<file path="src/rtl/program_load_ctrl.sv">
// program_load_ctrl: streams a program image into BRAM, starts the core, times the run until a halt PC, then drains.
// Ports: clock/reset; load_req/load_base/load_count/entry_address command; in_valid/in_data/in_ready image stream;
// mem_* BRAM write port; core_reset/core_start/core_program_address/PC core control; busy/done/run_cycles status.
module program_load_ctrl #(
  parameter int DATA_WIDTH = 32,
  parameter int ADDRESS_BITS = 32,
  parameter int MEM_ADDRESS_BITS = 10,
  parameter logic [ADDRESS_BITS-1:0] HALT_PC0 = 32'h000000b0,
  parameter logic [ADDRESS_BITS-1:0] HALT_PC1 = 32'h000000b4,
  parameter int DRAIN_CYCLES = 50
) (
  input  logic clock,
  input  logic reset,
  input  logic load_req,
  input  logic [MEM_ADDRESS_BITS-1:0] load_base,
  input  logic [MEM_ADDRESS_BITS:0] load_count,
  input  logic [ADDRESS_BITS-1:0] entry_address,
  input  logic in_valid,
  input  logic [DATA_WIDTH-1:0] in_data,
  output logic in_ready,
  output logic mem_we,
  output logic [DATA_WIDTH/8-1:0] mem_byte_en,
  output logic [MEM_ADDRESS_BITS-1:0] mem_addr,
  output logic [DATA_WIDTH-1:0] mem_wdata,
  output logic core_reset,
  output logic core_start,
  output logic [ADDRESS_BITS-1:0] core_program_address,
  input  logic [ADDRESS_BITS-1:0] PC,
  output logic busy,
  output logic done,
  output logic [31:0] run_cycles
);
  localparam int BE = DATA_WIDTH / 8;
  localparam int DW = $clog2(DRAIN_CYCLES + 1);
  typedef enum logic [2:0] {IDLE, LOAD, START, RUN, DRAIN, DONE} state_t;
  state_t state;
  logic [MEM_ADDRESS_BITS-1:0] base;
  logic [MEM_ADDRESS_BITS:0] count, idx;
  logic [DW-1:0] drain;
  logic fire, go, last, halt, enter_start;
  assign in_ready = state == LOAD;
  assign fire = in_ready & in_valid;
  assign go = load_req && (state == IDLE || state == DONE);
  assign last = fire && idx == count - 1'b1;
  assign halt = PC == HALT_PC0 || PC == HALT_PC1;
  assign enter_start = (go && load_count == '0) || last;
  always_ff @(posedge clock) begin
    if (reset) begin
      state <= IDLE;
      core_reset <= 1'b1;
      core_start <= 1'b0;
      mem_we <= 1'b0;
      mem_byte_en <= '0;
      mem_addr <= '0;
      mem_wdata <= '0;
      core_program_address <= '0;
      busy <= 1'b0;
      done <= 1'b0;
      run_cycles <= '0;
      base <= '0;
      count <= '0;
      idx <= '0;
      drain <= '0;
    end else begin
      mem_we <= fire;
      mem_byte_en <= {BE{fire}};
      core_start <= 1'b0;
      if (fire) begin
        mem_addr <= base + idx[MEM_ADDRESS_BITS-1:0];
        mem_wdata <= in_data;
        idx <= idx + 1'b1;
      end
      // outputs for the single START cycle are set on the edge that enters it
      if (enter_start) begin
        core_reset <= 1'b0;
        core_start <= 1'b1;
        run_cycles <= '0;
      end
      case (state)
        IDLE, DONE: if (go) begin
          base <= load_base;
          count <= load_count;
          core_program_address <= entry_address;
          idx <= '0;
          done <= 1'b0;
          busy <= 1'b1;
          state <= load_count == '0 ? START : LOAD;
        end
        LOAD: if (last) state <= START;
        START: state <= RUN;
        RUN: if (halt) begin
          drain <= '0;
          state <= DRAIN;
        end else run_cycles <= &run_cycles ? run_cycles : run_cycles + 1'b1;
        DRAIN: if (drain == DW'(DRAIN_CYCLES - 1)) begin
          state <= DONE;
          done <= 1'b1;
          busy <= 1'b0;
          core_reset <= 1'b1;
        end else drain <= drain + 1'b1;
        default: state <= IDLE;
      endcase
    end
  end
endmodule

</file>
<file path="config.mk">
export PLATFORM = sky130hd
export DESIGN_NAME = program_load_ctrl
export DESIGN_NICKNAME = d
export VERILOG_FILES = /design/src/rtl/program_load_ctrl.sv
export SDC_FILE = /design/constraint.sdc
export NUM_CORES = 1
export LEC_CHECK = 0
export BUFFER_PORTS_ARGS = -buffer_cell sky130_fd_sc_hd__buf_2
export CAP_MARGIN = 10
export CORE_ASPECT_RATIO = 0.9
export CORE_UTILIZATION = 38
export DETAILED_ROUTE_END_ITERATION = 10
export GPL_TIMING_DRIVEN = 0
export PLACE_DENSITY = 0.63
export SLEW_MARGIN = 20
export SYNTH_ARGS = -nofsm -noshare
export SYNTH_HDL_FRONTEND = slang
export SYNTH_SLANG_ARGS = --single-unit
export TNS_END_PERCENT = 1
</file>
<file path="constraint.sdc">
create_clock -name clock -period 2.4 [get_ports clock]
set_input_delay 0.48 -clock clock [delete_from_list [all_inputs] [get_ports clock]]
set_output_delay 0.48 -clock clock [all_outputs]
set_load 0.05 [all_outputs]
</file>
==> flow_summary.toml <==
[setup_path]
slowest_delay_ns = 0.37
crit_family = "compound AO/OA/AOI/OAI gates"
critPathKind = "reg -> reg"
crit_path_end = "run_cycles[28]"
worstPathBufferInverterCount = 3
worstPathCellList = "inv_4 -> ha_4 -> nor4b_4 -> buf_4 -> xnor2_1 -> a31oi_1 -> a31oi_2 -> a31oi_4 -> nand2_4 -> buf_12 -> a311oi_2"
critical_path_cell_count = 11
cp-end-kind = "register"
start_kind = "register"
r2r.worst_path.cells = 11
crit_required_ns = 2.73
register_to_register_setup_slack_ns = 0.07
r2r-start = "count[1]"
critical_path_peak_fanout = 5
crit_path_start = "count[1]"
worst_flop_to_flop_path_endpoint = "run_cycles[28]"
crit_slowest_cell = "dfxtp_4"
timing.critical_path.arrival_ns = 2.66

[yosys]
yosysUniqueCellTypes = 59
ys_ff_latch = 152
synthesis.instances = 878
sequential_element_share_of_the_synthesized_area_pct = 42.9
synth.net_count = 1014
synth_top_cell_by_area = "dfxtp_1"
synth.top_cells.by_area = "dfxtp_1 43%, nand2_1 12%, a21oi_1 8.4%"
synth-main-ff-cell = "dfxtp_1"
synth_xor_area_share_pct = 3.83
number_of_synthesized_flops_with_an_enable_pin = 0
syn_area_mm2 = 0.00710
synth-compound-area-share_pct = 19.5
main_combinational_cell_family_by_area_after_synthesis = "simple AND/OR/NAND/NOR gates"
yosys.area_share.simple_pct = 26.4
synth.yosys.warnings = 0
ys_async_sr_fraction_pct = 0
synth_mux_area_share_pct = 0.282
synth-adder-area-share_pct = 2.75
synth_area_per_cell_um2 = 8.08
yosys.area.top_type_share_pct = 42.9

[timing]
timing.final.ws_setup_ns = 0.0661
finalSetupViolCount = 0
timing.final.crit_period_ns = 2.33
timing.fmax_ghz = 0.428
final_count_of_hold_timing_violations = 0
grt_setup_unrepaired = "yes"
maxSlewHeadroom_pct = 42.7
timing_max_transition_violations_final = 0
timing.setup.tns_ns = 0
worst_clock_skew_ns = 0.0134
timing_worst_slew_pin_value_ns = 0.860
min_period_over_period_pct = 97.2

[grt]
globalRoute.totalOverflow = 0
grt_start_max_net_pins = 18
number_of_global_route_vias_before_repair = 6547
grt_pass1_wl_mm = 33.6
combined_global_route_utilization_of_all_metal_layers_pct = 21.8
initial_antenna_violation_count = 1

[floorplanning]
die_x_um = 146
dieArea_mm2 = 0.0192
start_util_pct = 38.7
ios = 237
chipHeight_um = 132
coreArea_mm2 = 0.0183
rows = 47

[final_layout]
most_frequent_standard_cell_in_the_layout_excluding_fill_and_tap_cells = "buf_2"
multi_input_logic_area_mm2 = 0.00387
drive_gt1_share_pct = 32.0
most_used_cells_in_the_layout_excluding_fill_and_tap_cells = "236 x buf_2, 219 x nand2_1, 129 x dfxtp_1"
nets = 1281
synthToLayoutAreaGrowth_pct = 33.5
num-fill-cells = 1846
layout.area.seq_mm2 = 0.00308

[clock_tree]
cts.clk_slew.worst_paths_ns = 0.08
cts_num_sinks = 152
clkLatencyLatePin_ns = 0.43
cts_tree = "built"
root_buffer = "clkbuf_16"
clock_tree.htree_level_count = 4
numCtsBuffers = 17
max-clock-path-buffers = 2

[min_path]
hold_class = "in -> reg"

[power_and_ir_drop]
vdd_drop_max_v = 0.000467
leakage_power_nw = 3.95
power_density_mw_per_mm2 = 889
totalPowerFinal_mw = 8.42

[route]
wl_per_cell_um = 15.0
antenna_violating_nets_post_route = 0
top_layer = "met4"
vias_per_cell = 5.11
post-route-drc-count = 0
m1WireLength_mm = 9.77
drt-total-wl_mm = 21.1
initialDrtViolationCount = 273
via_total_after_detailed_routing = 7174
met3WireLength_mm = 1.42
detailroute.wirelength.met2_mm = 9.65
detailedRoute.firstPassIterationCount = 4

[run_status]
status = "completed"

[job]
cap_viol_max_count = 0

[placed_design]
buffer_ports.inserted = 234
hpwl_mm = 15.3
gp_congestion = 0.817
placement.setup.worst_slack_ns = -0.472
[cells in the mapped netlist, drive strengths merged, types with 15 or more instances]
cell type,instances
dfxtp,152
nor4,16
a311oi,21
xor2,16
clkbuf,41
o21ai,19
nand2,220
xnor2,15
nor3,17
nor2,56
a21oi,119
nand3,29
[report_power, final]
part	switching, mW	internal, mW	total (mW)
clock	1.26	1.39	2.65
combinational	1.94	0.830	2.77
sequential	0.197	2.81	3.00
[cell type report]
class	count	area share, %
multi-input combinational	658	40.9
inverter	13	0.568
tap	245	3.23
antenna	1	0.0264
clock inverter	15	1.52
sequential	152	32.5
clock buffer	17	4.49
timing repair buffer	250	13.8
buffer	53	2.94
[cells by family after synthesis]
group,Yosys count
flip-flops,152
adder cells (fa/ha/maj),15
multiplexers,2
AND/OR/NAND/NOR,403
XOR/XNOR,31
buffers and inverters,68
AO/OA/AOI/OAI,207
[what timing repair did]
action | 4_1_cts | 5_1_grt
resized for setup | 15 | 30
cloned | 0 | 1
hold buffers | 0 | 0
buffers inserted | 7 | 7
endpoints found under the setup margin | 36 | 102
pin swaps | 4 | 13
[through the flow]
step           utilization (%)  hold slack, ns  area, µm²  instances
6_report                  51.7           0.274       9480       1404
5_1_grt                   51.7           0.272       9480       1404
4_1_cts                   50.5           0.263       9270       1396
3_5_place_dp              47.0           0.443       8620       1358
3_3_place_gp              46.9           0.438       8600       1357
2_1_floorplan                -           0.441       7130        878
[worst min-delay path: stages]
cell and delay, ns:
buf_2 0.09, nand2_1 0.04, a21oi_1 0.05
[state kept, by name, summed over array words and instances, names as in the netlist]
signal / flops
mem_wdata: 32
done: 1
base: 10
drain: 6
core_reset: 1
state: 3
mem_byte_en: 1
mem_addr: 10
core_program_address: 32
idx: 11
count: 11
core_start: 1
busy: 1
run_cycles: 32
[worst min path at each step]
stage | startpoint | depth (start not counted) | slack, ns | to
3_3_place_gp | core_program_address[11] | 2 | 0.44 | core_program_address[11]
2_1_floorplan | base[0] | 2 | 0.44 | base[0]
3_5_place_dp | mem_wdata[29] | 2 | 0.44 | mem_wdata[29]
6_report | in_data[31] | 3 | 0.27 | mem_wdata[31]
4_1_cts | entry_address[22] | 3 | 0.26 | core_program_address[22]
5_1_grt | entry_address[29] | 3 | 0.27 | core_program_address[29]
[layer usage]
layer | vias to the layer above | GRT usage, %
met5 | - | 0
met4 | 0 | 5.38
met3 | 22 | 6.25
met2 | 205 | 34.6
met1 | 3330 | 28.9
li1 | 3617 | -
Note: power is estimated with default switching activity, not from simulation.
